[src/rtl/rally_referee_if.sv]
// Handshake bundle between the rally referee and its surroundings: physics/render inputs in,
// point/freeze events out to the game FSM.
interface rally_referee_if;
  logic       frame_en;
  logic       round_start;
  logic       round_abort;
  logic [9:0] ball_x;
  logic [9:0] ball_y;
  logic       p1_cover;
  logic       p2_cover;
  logic       point_valid;
  logic [1:0] winner;
  logic       freeze;
  logic       round_done;
  logic       in_rally;

  modport master (
    output frame_en, round_start, round_abort, ball_x, ball_y, p1_cover, p2_cover,
    input  point_valid, winner, freeze, round_done, in_rally
  );

  modport slave (
    input  frame_en, round_start, round_abort, ball_x, ball_y, p1_cover, p2_cover,
    output point_valid, winner, freeze, round_done, in_rally
  );
endinterface

[src/rtl/rally_referee.sv]
// Frame-rate rally judge: detects a floor landing or a touch-limit fault, pulses one point
// event, then holds a post-point freeze before signalling the round is done.
module rally_referee #(
  parameter int unsigned BALL_SIZE     = 40,
  parameter int unsigned FLOOR_Y       = 352,
  parameter int unsigned NET_X         = 320,
  parameter int unsigned MAX_TOUCH     = 3,
  parameter int unsigned FREEZE_FRAMES = 90
) (
  input logic            clk,
  input logic            reset_n,
  rally_referee_if.slave bus_io
);

  localparam int unsigned FreezeLoad = (FREEZE_FRAMES == 0) ? 1 : FREEZE_FRAMES;
  localparam int unsigned CntW       = $clog2(FreezeLoad + 1);

  typedef enum logic [1:0] {StIdle, StRally, StScored, StFreeze} state_e;

  state_e          state_q;
  logic [2:0]      p1_cnt_q, p2_cnt_q;
  logic            p1_hist_q, p2_hist_q;
  logic [CntW-1:0] frz_cnt_q;
  logic            point_valid_q, freeze_q, round_done_q, in_rally_q;
  logic [1:0]      winner_q;

  logic [10:0] cx, by;
  logic        landed, p1_rise, p2_rise, p1_fault, p2_fault;
  logic [2:0]  p1_cnt_d, p2_cnt_d;

  always_comb begin
    cx       = {1'b0, bus_io.ball_x} + 11'(BALL_SIZE / 2);
    by       = {1'b0, bus_io.ball_y} + 11'(BALL_SIZE);
    landed   = (by >= 11'(FLOOR_Y));
    p1_rise  = bus_io.p1_cover & ~p1_hist_q;
    p2_rise  = bus_io.p2_cover & ~p2_hist_q;
    p1_cnt_d = p1_cnt_q;
    p2_cnt_d = p2_cnt_q;
    case ({p1_rise, p2_rise})
      2'b10: begin
        p1_cnt_d = (p1_cnt_q == 3'd7) ? 3'd7 : p1_cnt_q + 3'd1;
        p2_cnt_d = 3'd0;
      end
      2'b01: begin
        p2_cnt_d = (p2_cnt_q == 3'd7) ? 3'd7 : p2_cnt_q + 3'd1;
        p1_cnt_d = 3'd0;
      end
      // Simultaneous contact is a block: neither side is charged a touch.
      2'b11: begin
        p1_cnt_d = 3'd0;
        p2_cnt_d = 3'd0;
      end
      default: ;
    endcase
    p1_fault = (MAX_TOUCH != 0) && ({29'd0, p1_cnt_d} > MAX_TOUCH);
    p2_fault = (MAX_TOUCH != 0) && ({29'd0, p2_cnt_d} > MAX_TOUCH);
  end

  always_ff @(posedge clk) begin
    if (!reset_n) begin
      state_q       <= StIdle;
      p1_cnt_q      <= 3'd0;
      p2_cnt_q      <= 3'd0;
      p1_hist_q     <= 1'b0;
      p2_hist_q     <= 1'b0;
      frz_cnt_q     <= '0;
      point_valid_q <= 1'b0;
      winner_q      <= 2'd0;
      freeze_q      <= 1'b0;
      round_done_q  <= 1'b0;
      in_rally_q    <= 1'b0;
    end else begin
      point_valid_q <= 1'b0;
      round_done_q  <= 1'b0;
      // Abort outranks everything, including a start in the same cycle.
      if (bus_io.round_abort) begin
        state_q    <= StIdle;
        freeze_q   <= 1'b0;
        in_rally_q <= 1'b0;
      end else begin
        unique case (state_q)
          StIdle: begin
            if (bus_io.round_start) begin
              state_q    <= StRally;
              in_rally_q <= 1'b1;
              p1_cnt_q   <= 3'd0;
              p2_cnt_q   <= 3'd0;
              p1_hist_q  <= bus_io.p1_cover;
              p2_hist_q  <= bus_io.p2_cover;
            end
          end
          StRally: begin
            if (bus_io.frame_en) begin
              p1_hist_q <= bus_io.p1_cover;
              p2_hist_q <= bus_io.p2_cover;
              if (landed) begin
                state_q       <= StScored;
                point_valid_q <= 1'b1;
                in_rally_q    <= 1'b0;
                winner_q      <= (cx < 11'(NET_X)) ? 2'd2 : 2'd1;
              end else begin
                p1_cnt_q <= p1_cnt_d;
                p2_cnt_q <= p2_cnt_d;
                if (p1_fault || p2_fault) begin
                  state_q       <= StScored;
                  point_valid_q <= 1'b1;
                  in_rally_q    <= 1'b0;
                  winner_q      <= p1_fault ? 2'd2 : 2'd1;
                end
              end
            end
          end
          StScored: begin
            state_q   <= StFreeze;
            freeze_q  <= 1'b1;
            frz_cnt_q <= CntW'(FreezeLoad);
          end
          StFreeze: begin
            if (bus_io.frame_en) begin
              if (frz_cnt_q == CntW'(1)) begin
                state_q      <= StIdle;
                freeze_q     <= 1'b0;
                round_done_q <= 1'b1;
              end else begin
                frz_cnt_q <= frz_cnt_q - CntW'(1);
              end
            end
          end
          default: state_q <= StIdle;
        endcase
      end
    end
  end

  assign bus_io.point_valid = point_valid_q;
  assign bus_io.winner      = winner_q;
  assign bus_io.freeze      = freeze_q;
  assign bus_io.round_done  = round_done_q;
  assign bus_io.in_rally    = in_rally_q;

endmodule

[src/flat_wrapper.sv]
// flat-port wrapper written by rule: the top's interface ports become plain ports
module rally_referee_flat 
#(
  parameter int unsigned BALL_SIZE     = 40,
  parameter int unsigned FLOOR_Y       = 352,
  parameter int unsigned NET_X         = 320,
  parameter int unsigned MAX_TOUCH     = 3,
  parameter int unsigned FREEZE_FRAMES = 90
)
  (clk, reset_n, bus_io_frame_en, bus_io_round_start, bus_io_round_abort, bus_io_ball_x, bus_io_ball_y, bus_io_p1_cover, bus_io_p2_cover, bus_io_point_valid, bus_io_winner, bus_io_freeze, bus_io_round_done, bus_io_in_rally);
  rally_referee_if bus_io_i ();
  input logic clk;
  input logic reset_n;
  input wire logic [$bits(bus_io_i.frame_en)-1:0] bus_io_frame_en;
  input wire logic [$bits(bus_io_i.round_start)-1:0] bus_io_round_start;
  input wire logic [$bits(bus_io_i.round_abort)-1:0] bus_io_round_abort;
  input wire logic [$bits(bus_io_i.ball_x)-1:0] bus_io_ball_x;
  input wire logic [$bits(bus_io_i.ball_y)-1:0] bus_io_ball_y;
  input wire logic [$bits(bus_io_i.p1_cover)-1:0] bus_io_p1_cover;
  input wire logic [$bits(bus_io_i.p2_cover)-1:0] bus_io_p2_cover;
  output wire logic [$bits(bus_io_i.point_valid)-1:0] bus_io_point_valid;
  output wire logic [$bits(bus_io_i.winner)-1:0] bus_io_winner;
  output wire logic [$bits(bus_io_i.freeze)-1:0] bus_io_freeze;
  output wire logic [$bits(bus_io_i.round_done)-1:0] bus_io_round_done;
  output wire logic [$bits(bus_io_i.in_rally)-1:0] bus_io_in_rally;
  assign bus_io_i.frame_en = bus_io_frame_en;
  assign bus_io_i.round_start = bus_io_round_start;
  assign bus_io_i.round_abort = bus_io_round_abort;
  assign bus_io_i.ball_x = bus_io_ball_x;
  assign bus_io_i.ball_y = bus_io_ball_y;
  assign bus_io_i.p1_cover = bus_io_p1_cover;
  assign bus_io_i.p2_cover = bus_io_p2_cover;
  assign bus_io_point_valid = bus_io_i.point_valid;
  assign bus_io_winner = bus_io_i.winner;
  assign bus_io_freeze = bus_io_i.freeze;
  assign bus_io_round_done = bus_io_i.round_done;
  assign bus_io_in_rally = bus_io_i.in_rally;
  rally_referee #(.BALL_SIZE(BALL_SIZE), .FLOOR_Y(FLOOR_Y), .NET_X(NET_X), .MAX_TOUCH(MAX_TOUCH), .FREEZE_FRAMES(FREEZE_FRAMES)) u_core (.clk(clk), .reset_n(reset_n), .bus_io(bus_io_i));
endmodule
[config.mk]
export PLATFORM = sky130hd
export DESIGN_NAME = rally_referee_flat
export DESIGN_NICKNAME = d
export VERILOG_FILES = /design/src/rtl/rally_referee_if.sv /design/src/rtl/rally_referee.sv /design/src/flat_wrapper.sv
export SDC_FILE = /design/constraint.sdc
export NUM_CORES = 1
export LEC_CHECK = 0
export CORE_MARGIN = 2
export CORE_UTILIZATION = 40
export CTS_CLUSTER_DIAMETER = 120
export DETAILED_ROUTE_END_ITERATION = 10
export HOLD_SLACK_MARGIN = 0.05
export PLACE_DENSITY = 0.74
export SLEW_MARGIN = 20
export SYNTH_ARGS = -nofsm -noshare
export SYNTH_HDL_FRONTEND = slang
export SYNTH_SLANG_ARGS = --single-unit
[constraint.sdc]
create_clock -name clk -period 2.3 [get_ports clk]
set_input_delay 0.345 -clock clk [delete_from_list [all_inputs] [get_ports clk]]
set_output_delay 0.345 -clock clk [all_outputs]
set_load 0.05 [all_outputs]
**Word level (Yosys, flattened, before mapping)**

Index checks and enable logic that the tools add are counted.

- Register bits: 23
- Bits of input ports: 27
- Output and inout port bits: 6
- Word-level logic and storage cells: 104

- $add $sub $neg: 5
- $lt $le $gt $ge: 4
- Equal/unequal tests: 16
- Multiplexer cells: 42
- Bitwise logic cells: 9
- Reduce and logical (&&, ||, !) cells: 17

Operator list:

| operator | count |
|---|---|
| one-hot mux 3 bit (2 select lines) | 4 |
| 2-to-1 mux 3 bit | 7 |
| 2-to-1 mux 2 bit | 10 |
| AND reduction 4 bit | 4 |
| 2-to-1 mux 7 bit | 2 |
| one-hot mux 7 bit (2 select lines) | 1 |
| 2-to-1 mux 1 bit | 13 |
| adder 10 x 5 -> 11 bit (second input constant) | 1 |
| adder 10 x 6 -> 11 bit (second input constant) | 1 |
| greater-or-equal comparator 11 x 9 -> 1 bit (second input constant) | 1 |
| less-than comparator 11 x 9 -> 1 bit (second input constant) | 1 |
| inequality test 2 bit (second input constant) | 5 |
| AND reduction 5 bit | 2 |
| equality test 2 bit (second input constant) | 4 |
| one-hot mux 1 bit (2 select lines) | 4 |
| one-hot mux 2 bit (4 select lines) | 1 |
| OR reduction 4 bit | 2 |
| equality test 7 x 1 -> 1 bit (second input constant) | 1 |
| inverter 1 bit | 7 |
| subtractor 7 x 1 -> 7 bit (second input constant) | 1 |
| adder 3 x 1 -> 3 bit (second input constant) | 2 |
| equality test 3 bit (second input constant) | 2 |
| > comparator 3 x 2 -> 1 bit (second input constant) | 2 |
| nonzero test 2 bit | 3 |
| other kinds (8) | 12 |

**Depth between registers and ports, before layout**

- Word-level depth: 11
- Mapped depth: 8
- Gate-level depth less buffers: 8

**Worst setup path before layout**

Ideal clock, no wire load.

- Path kind: in2reg
- From: in bus_io_ball_y[3]
- To: reg u_core.state_q[0]
- Library setup time: 124 ps
- Arrival: 1,862 ps
- Setup slack: 314 ps
- Cell stages on the path: 6
- Path buffers: 0
- Cells stage by stage: ha_1 > o32a_1 > o31a_1 > a311o_1 > nor3_1 > a211oi_1

- Cells in the longest elaborated chain, start to end: 5

Ends and longest elaborated chain:

| item | RTL line | RTL |
|---|---|---|
| start: declaration | flat_wrapper.sv:18 | `input wire logic [$bits(bus_io_i.ball_y)-1:0] bus_io_ball_y;` |
| adder 10 x 6 -> 11 bit * | rally_referee.sv:33 | `by = {1'b0, bus_io.ball_y} + 11'(BALL_SIZE);` |
| greater-or-equal comparator 11 x 9 -> 1 bit * | rally_referee.sv:34 | `landed = (by >= 11'(FLOOR_Y));` |
| 2-to-1 mux 2 bit | rally_referee.sv:96 | `if (landed) begin` |
| 2-to-1 mux 2 bit | rally_referee.sv:93 | `if (bus_io.frame_en) begin` |
| one-hot mux 2 bit (4 select lines) | rally_referee.sv:81 | `unique case (state_q)` |
| end signal: assignment | rally_referee.sv:84 | `state_q <= StRally;` |
| end signal: assignment | rally_referee.sv:97 | `state_q <= StScored;` |
| end signal: assignment | rally_referee.sv:105 | `state_q <= StScored;` |
| end: declaration | rally_referee.sv:20 | `state_e state_q;` |

Mark *: on every way between the ends. The rest lies on a longest branch, timed or not. The select of a mux whose other input is x is not followed.
A chain may end at the register's enable or synchronous reset.

**Worst setup path in the final report**

- From: in bus_io_ball_y[3]
- To: reg u_core.winner_q[0] (netlist: u_core.bus_io.winner[0])

- Cells in the longest elaborated chain, start to end: 4

Ends and longest elaborated chain:

| item | RTL line | RTL |
|---|---|---|
| adder 10 x 6 -> 11 bit * | rally_referee.sv:33 |  |
| greater-or-equal comparator 11 x 9 -> 1 bit * | rally_referee.sv:34 |  |
| nonzero test 2 bit (no line) | -- |  |
| AND reduction 4 bit (no line) | -- |  |
| end signal: assignment | rally_referee.sv:100 | `winner_q <= (cx < 11'(NET_X)) ? 2'd2 : 2'd1;` |
| end signal: assignment | rally_referee.sv:108 | `winner_q <= p1_fault ? 2'd2 : 2'd1;` |
| end: declaration | rally_referee.sv:25 | `logic [1:0] winner_q;` |

Mark *: on every way between the ends. The rest lies on a longest branch, timed or not.

==> results.ini <==
[run_status]
status=finished, final reports clean

[min_path]
hp-class=reg -> reg

[critical_path]
max_stage_delay_ns=0.42
start_kind=input port
cp_num_buf_inv=2
cp-end-kind=register
crit_chain=clkdlybuf4s50_1 -> ha_1 -> o32a_1 -> o31a_1 -> buf_4 -> a21oi_1 -> nor2b_1 -> o21a_1
crit_required_ns=2.52
arrival_ns=2.38
crit_type=in -> reg
slowest_stage=clkdlybuf4s50_1
crit_fanout=5
critPathTopFamily=compound AO/OA/AOI/OAI gates

[grt]
grt_max_degree=14
grt_antenna_before_repair=0
first_global_vias=1214
grt_pass1_wl_um=4890
gr-total-overflow=0
grt_use_total_pct=17.0

[cts]
post_cts_buffers=0
numCtsBuffers=3
clock-sinks=23
root_buffer=clkbuf_4
clock_latency_ns=0.31
h-tree-depth=1
clk_pin_slew_ns=0.13
cts_tree=built
hold_buffers=0
clk_path_buf_depth=2
post_cts_resized=0

[route]
drc=0
wl_met1_um=1270
ant_nets=0
routed.top_layer=met4
avgViaCountPerCell=5.12
vias=1240
drt-total-wl_um=2860
wl_met3_um=72
wl_per_cell_um=11.8
drtPass1Iterations=4
drt_iter0_drc=78
dr_wl_met2_um=1480

[cells_and_area]
antenna_cells=0
final_nets=236
instances_no_fill=242
fill_cells=298
drive_above_1_share_pct=11.1
area_growth_pct=32.9

[timing]
tightestPinTransition_ns=0.512
relSlewSlack_pct=65.8
fin_setup_tns_ns=0
fin_ws_ns=0.142
finalHoldViolCount=0
finalCriticalPeriod_ns=2.16
min_period_over_period_pct=93.8
timing.hold.ws_ns=0.491
fmax_mhz=463
fin_worst_skew_ns=0.00110
setup_viol=0
slew_viol_final=0
rsz0062_at_grt=no

[yosys]
avgSynthCellArea_um2=8.44
synth-edff-count=0
syn_inst=157
ys_top_cells_by_area=dfxtp_1 (35%), ha_1 (9.4%), a21oi_1 (4.2%), nor2_1 (4.0%), nor2b_1 (3.8%)
ys_types=41
synth.top_cell.area_share_pct=34.7
ys.flop_type=dfxtp_1
syn-num-nets=194
synthesis.area_um2=1330
yosysMostFrequentCell=dfxtp_1
async_flop_share_pct=0
synth_common_cells=dfxtp_1 (23), nor2_1 (14), a21oi_1 (11), inv_1 (11)
yosysTopAreaCell=dfxtp_1
ys.warnings.count=0
yosysSeqAreaShare_pct=34.7
synth-seq-cells=23

[placement]
dpl.hpwl_um=2310
port_buffers=27
dp_cells=238
place_ws_ns=-0.233
gp_congestion=0.775

[power]
p_per_area_nw_per_um2=435
p_leak_uw=0.000666
vdd_drop_max_v=0.000299
finalPower_uw=766

[floorplan]
die_area_um2=3790
core_um2=3100
start_util_pct=42.7
fp-row-count=20
die_h_um=61.6
pin_count=33
die_w_um=61.6

[flow_run]
maxCapViolations=0

[worst paths after layout]
check / start / end / slack (ns) / depth (start not counted)
setup / recovery: bus_io_ball_y[3] / u_core.bus_io.winner[0] / 0.14 / 8
hold / removal: u_core.p2_cnt_q[2] / u_core.p2_cnt_q[2] / 0.49 / 2
setup reg to reg: u_core.state_q[1] / u_core.p2_cnt_q[0] / 0.36 / 9
hold reg to reg: u_core.p2_cnt_q[2] / u_core.p2_cnt_q[2] / 0.49 / 2
[through the flow]
stage | cell area [um^2] | util [%]
after floorplan | 1330 | -
after global placement | 1730 | 55.8
after detailed placement | 1730 | 55.8
after CTS | 1760 | 56.7
after global routing | 1760 | 56.7
final | 1760 | 56.7
[power breakdown]
part           total [uW]  switching [uW]  leakage, uW  internal, uW
clock network         190             125    0.0000177          65.0
registers             414            6.38     0.000186           407
logic                 162            74.4     0.000463          88.0
total                 766             206     0.000666           560
[layout make-up]
type                       instances  area, um^2  area share (%)
clock inverter                     1        5.00           0.284
sequential                        23         460            26.2
inverter                          11        41.3            2.35
multi-input combinational        121         816            46.3
tap                               44        55.1            3.13
timing repair buffer              39         360            20.5
clock buffer                       3        22.5            1.28
[worst min-delay path: cells and delay by family (launching register included)]
kind / cells / cell delay [ns]
simple gates: 1 / 0.05
compound gates: 1 / 0.06
flops: 1 / 0.35
[cell families (layout without fill, tap and decap cells)]
logic type	count (synthesis)	in the layout	share of synthesized area (%)
AOI/OAI and AO/OA	44	44	22.7
xor gates and xnor gates	5	5	3.31
adders and majority gates	10	10	9.44
buffers and inverters	13	54	3.68
DFF	23	23	34.7
muxes	3	3	2.27
and+or+nand+nor	59	59	23.9
[flip-flops by register name, indices dropped and copies added, names as in the netlist]
name and cells:
u_core.p1_hist_q 1, u_core.frz_cnt_q 7, u_core.bus_io.freeze 1, u_core.state_q 2, u_core.bus_io.winner 2, u_core.p2_hist_q 1
u_core.p1_cnt_q 3, u_core.bus_io.round_done 1, u_core.bus_io.in_rally 1, u_core.bus_io.point_valid 1, u_core.p2_cnt_q 3
[placed cells by master, fill, tap and decap left out, types with 4 or more instances in the layout]
cell type	count
nor2b_1	8
o21a_1	4
clkdlybuf4s50_1	27
buf_4	12
nand3b_1	5
nand2_1	10
nand3_1	5
o21ai_0	6
ha_1	10
a21oi_1	11
dfxtp_1	23
nor2_1	14
inv_1	11
[metal layers]
layer  vias up  GRT usage (%)
li1        648              -
met1       576           19.2
met2        12           31.9
met3         4           3.99
met4         0           3.95
met5         -              0
No activity file was read; power rests on OpenSTA's default activity.
==> RTL edit, RTL diff (same flow settings) <==
Encoding of `state_e`: now one-hot (4 bits for 4 states).
--- a/src/rtl/rally_referee.sv
+++ b/src/rtl/rally_referee.sv
@@ -15,7 +15,7 @@
   localparam int unsigned FreezeLoad = (FREEZE_FRAMES == 0) ? 1 : FREEZE_FRAMES;
   localparam int unsigned CntW       = $clog2(FreezeLoad + 1);
 
-  typedef enum logic [1:0] {StIdle, StRally, StScored, StFreeze} state_e;
+  typedef enum logic [3:0] {StIdle = 4'b0001, StRally = 4'b0010, StScored = 4'b0100, StFreeze = 4'b1000} state_e;
 
   state_e          state_q;
   logic [2:0]      p1_cnt_q, p2_cnt_q;
Formal check against the unedited RTL: same outputs for any inputs over 10 cycles, from zero or initial values and one cycle with reset_n low; not proved beyond that.
==> RTL edit against the original RTL <==
- area after synthesis is 15% higher
- global-route usage is 0.53 points higher
- sequential cell count is 2 higher
- synthesized cell count is 14% higher
- wire length is 22% higher
- setup slack better by 12 ps
- critical path depth is 2 higher
- clock skew is 3.3 ps higher
- critical path type unchanged
- fmax is 0.54% higher
- hold slack worse by 2.6 ps
- total power is 16% higher
- design area is 14% higher
- largest power group unchanged
- count of clock-buffer cells in the layout is 1 higher
==> RTL edit: results (changes against the original RTL) <==
yosys-top-cells-area: "sky130_fd_sc_hd__dfxtp_1 (33%), sky130_fd_sc_hd__a21oi_1 (4.9%), sky130_fd_sc_hd__nor2_1 (4.2%)"
switchingPower_mw: 0.2341  # +14%
via_count_of_the_first_global_routing_pass: 1393  # +15%
total_leakage_power_nw: 0.7240  # +8.7%
run_status: "finished, final reports clean"
number_of_nets_in_the_finished_design: 251  # +6.4%
global_route_wire_length_before_repair_microns: 5885  # +20%
drive_gt1_share_pct: 17.43  # +6.3 points
path_delay_family: "buffers and inverters"
share_of_the_synthesized_netlist_area_taken_by_xor_and_xnor_gates_pct: 4.598  # +1.3 points
muxShareOfSynthArea_pct: 3.448  # +1.2 points
skew_ps: 4.398  # +3.294 ps
track_usage_pct: 17.50  # +0.53 points
worst_ir_drop_vdd_uv: 210.4  # -30%
synth_cell_types: 52  # +27%
synth_fp_nets: 211  # +8.8%
gp_routability_congestion: 0.7944  # +2.5%
clk_transition_reported_paths_ps: 90  # -40 ps
clock_latency_ps: 280  # -30 ps
num_vias: 1422  # +15%
filler_cells: 348  # +17%
path_max_fanout: 6  # +1
synth_sequential_area_ratio_pct: 32.84  # -1.9 points
synthTopCellsByCount: "sky130_fd_sc_hd__dfxtp_1 (25), sky130_fd_sc_hd__nor2_1 (17), sky130_fd_sc_hd__nand2_1 (16)"
ctsRootBufferMaster: "sky130_fd_sc_hd__clkbuf_8"
hpwlAfterDp_microns: 2609  # +13%
RTL edit: layout make-up:
class	instances	share of cell area, %
Clock buffer	4	2.251
Inverter	8	1.501
Multi-Input combinational cell	137	48.34
Sequential cell	25	25.02
Tap cell	48	3.002
Timing Repair Buffer	44	19.89
RTL edit: per-layer routing:
metal / global-route usage, % / up-vias / part of all wire [%]
met5: 0 / - / 0
met4: 9.375 / 0 / 2.6
met3: 2.740 / 7 / 5.2
met2: 30.18 / 39 / 48
met1: 20.63 / 649 / 45
li1: - / 727 / -
RTL edit: worst paths after layout:
check                           slack, ps  cells past startpoint                start                  end
worst max-delay path                  150                     10     bus_io_ball_y[3]   u_core.p1_cnt_q[2]
worst min-delay path                  490                      2   u_core.p1_cnt_q[1]   u_core.p1_cnt_q[1]
worst max register to register        330                      5  u_core.frz_cnt_q[2]  u_core.frz_cnt_q[0]
worst min register to register        490                      2   u_core.p1_cnt_q[1]   u_core.p1_cnt_q[1]
RTL edit: per-stage QoR:
step	hold slack, ps	instances	setup TNS [ps]	area [sq um]	setup slack [ps]
floorplan	452.9	179	0	1524	286.8
global placement	471.0	262	-1469	1943	-181.7
detailed placement	479.5	262	-1367	1943	-174.0
CTS	491.2	266	0	1988	88.11
global route	520.3	266	-4.210	2001	-4.210
finish	488.5	266	0	2001	153.9
RTL edit: power groups by stage:
stage	clock network (mW)	registers, mW	logic [mW]
final	0.269	0.451	0.170
after global routing	0.297	0.452	0.184
after CTS	0.273	0.450	0.167
after detailed placement	0	0.461	0.166
after global placement	0	0.461	0.164
after floorplan	0	0.457	0.0838
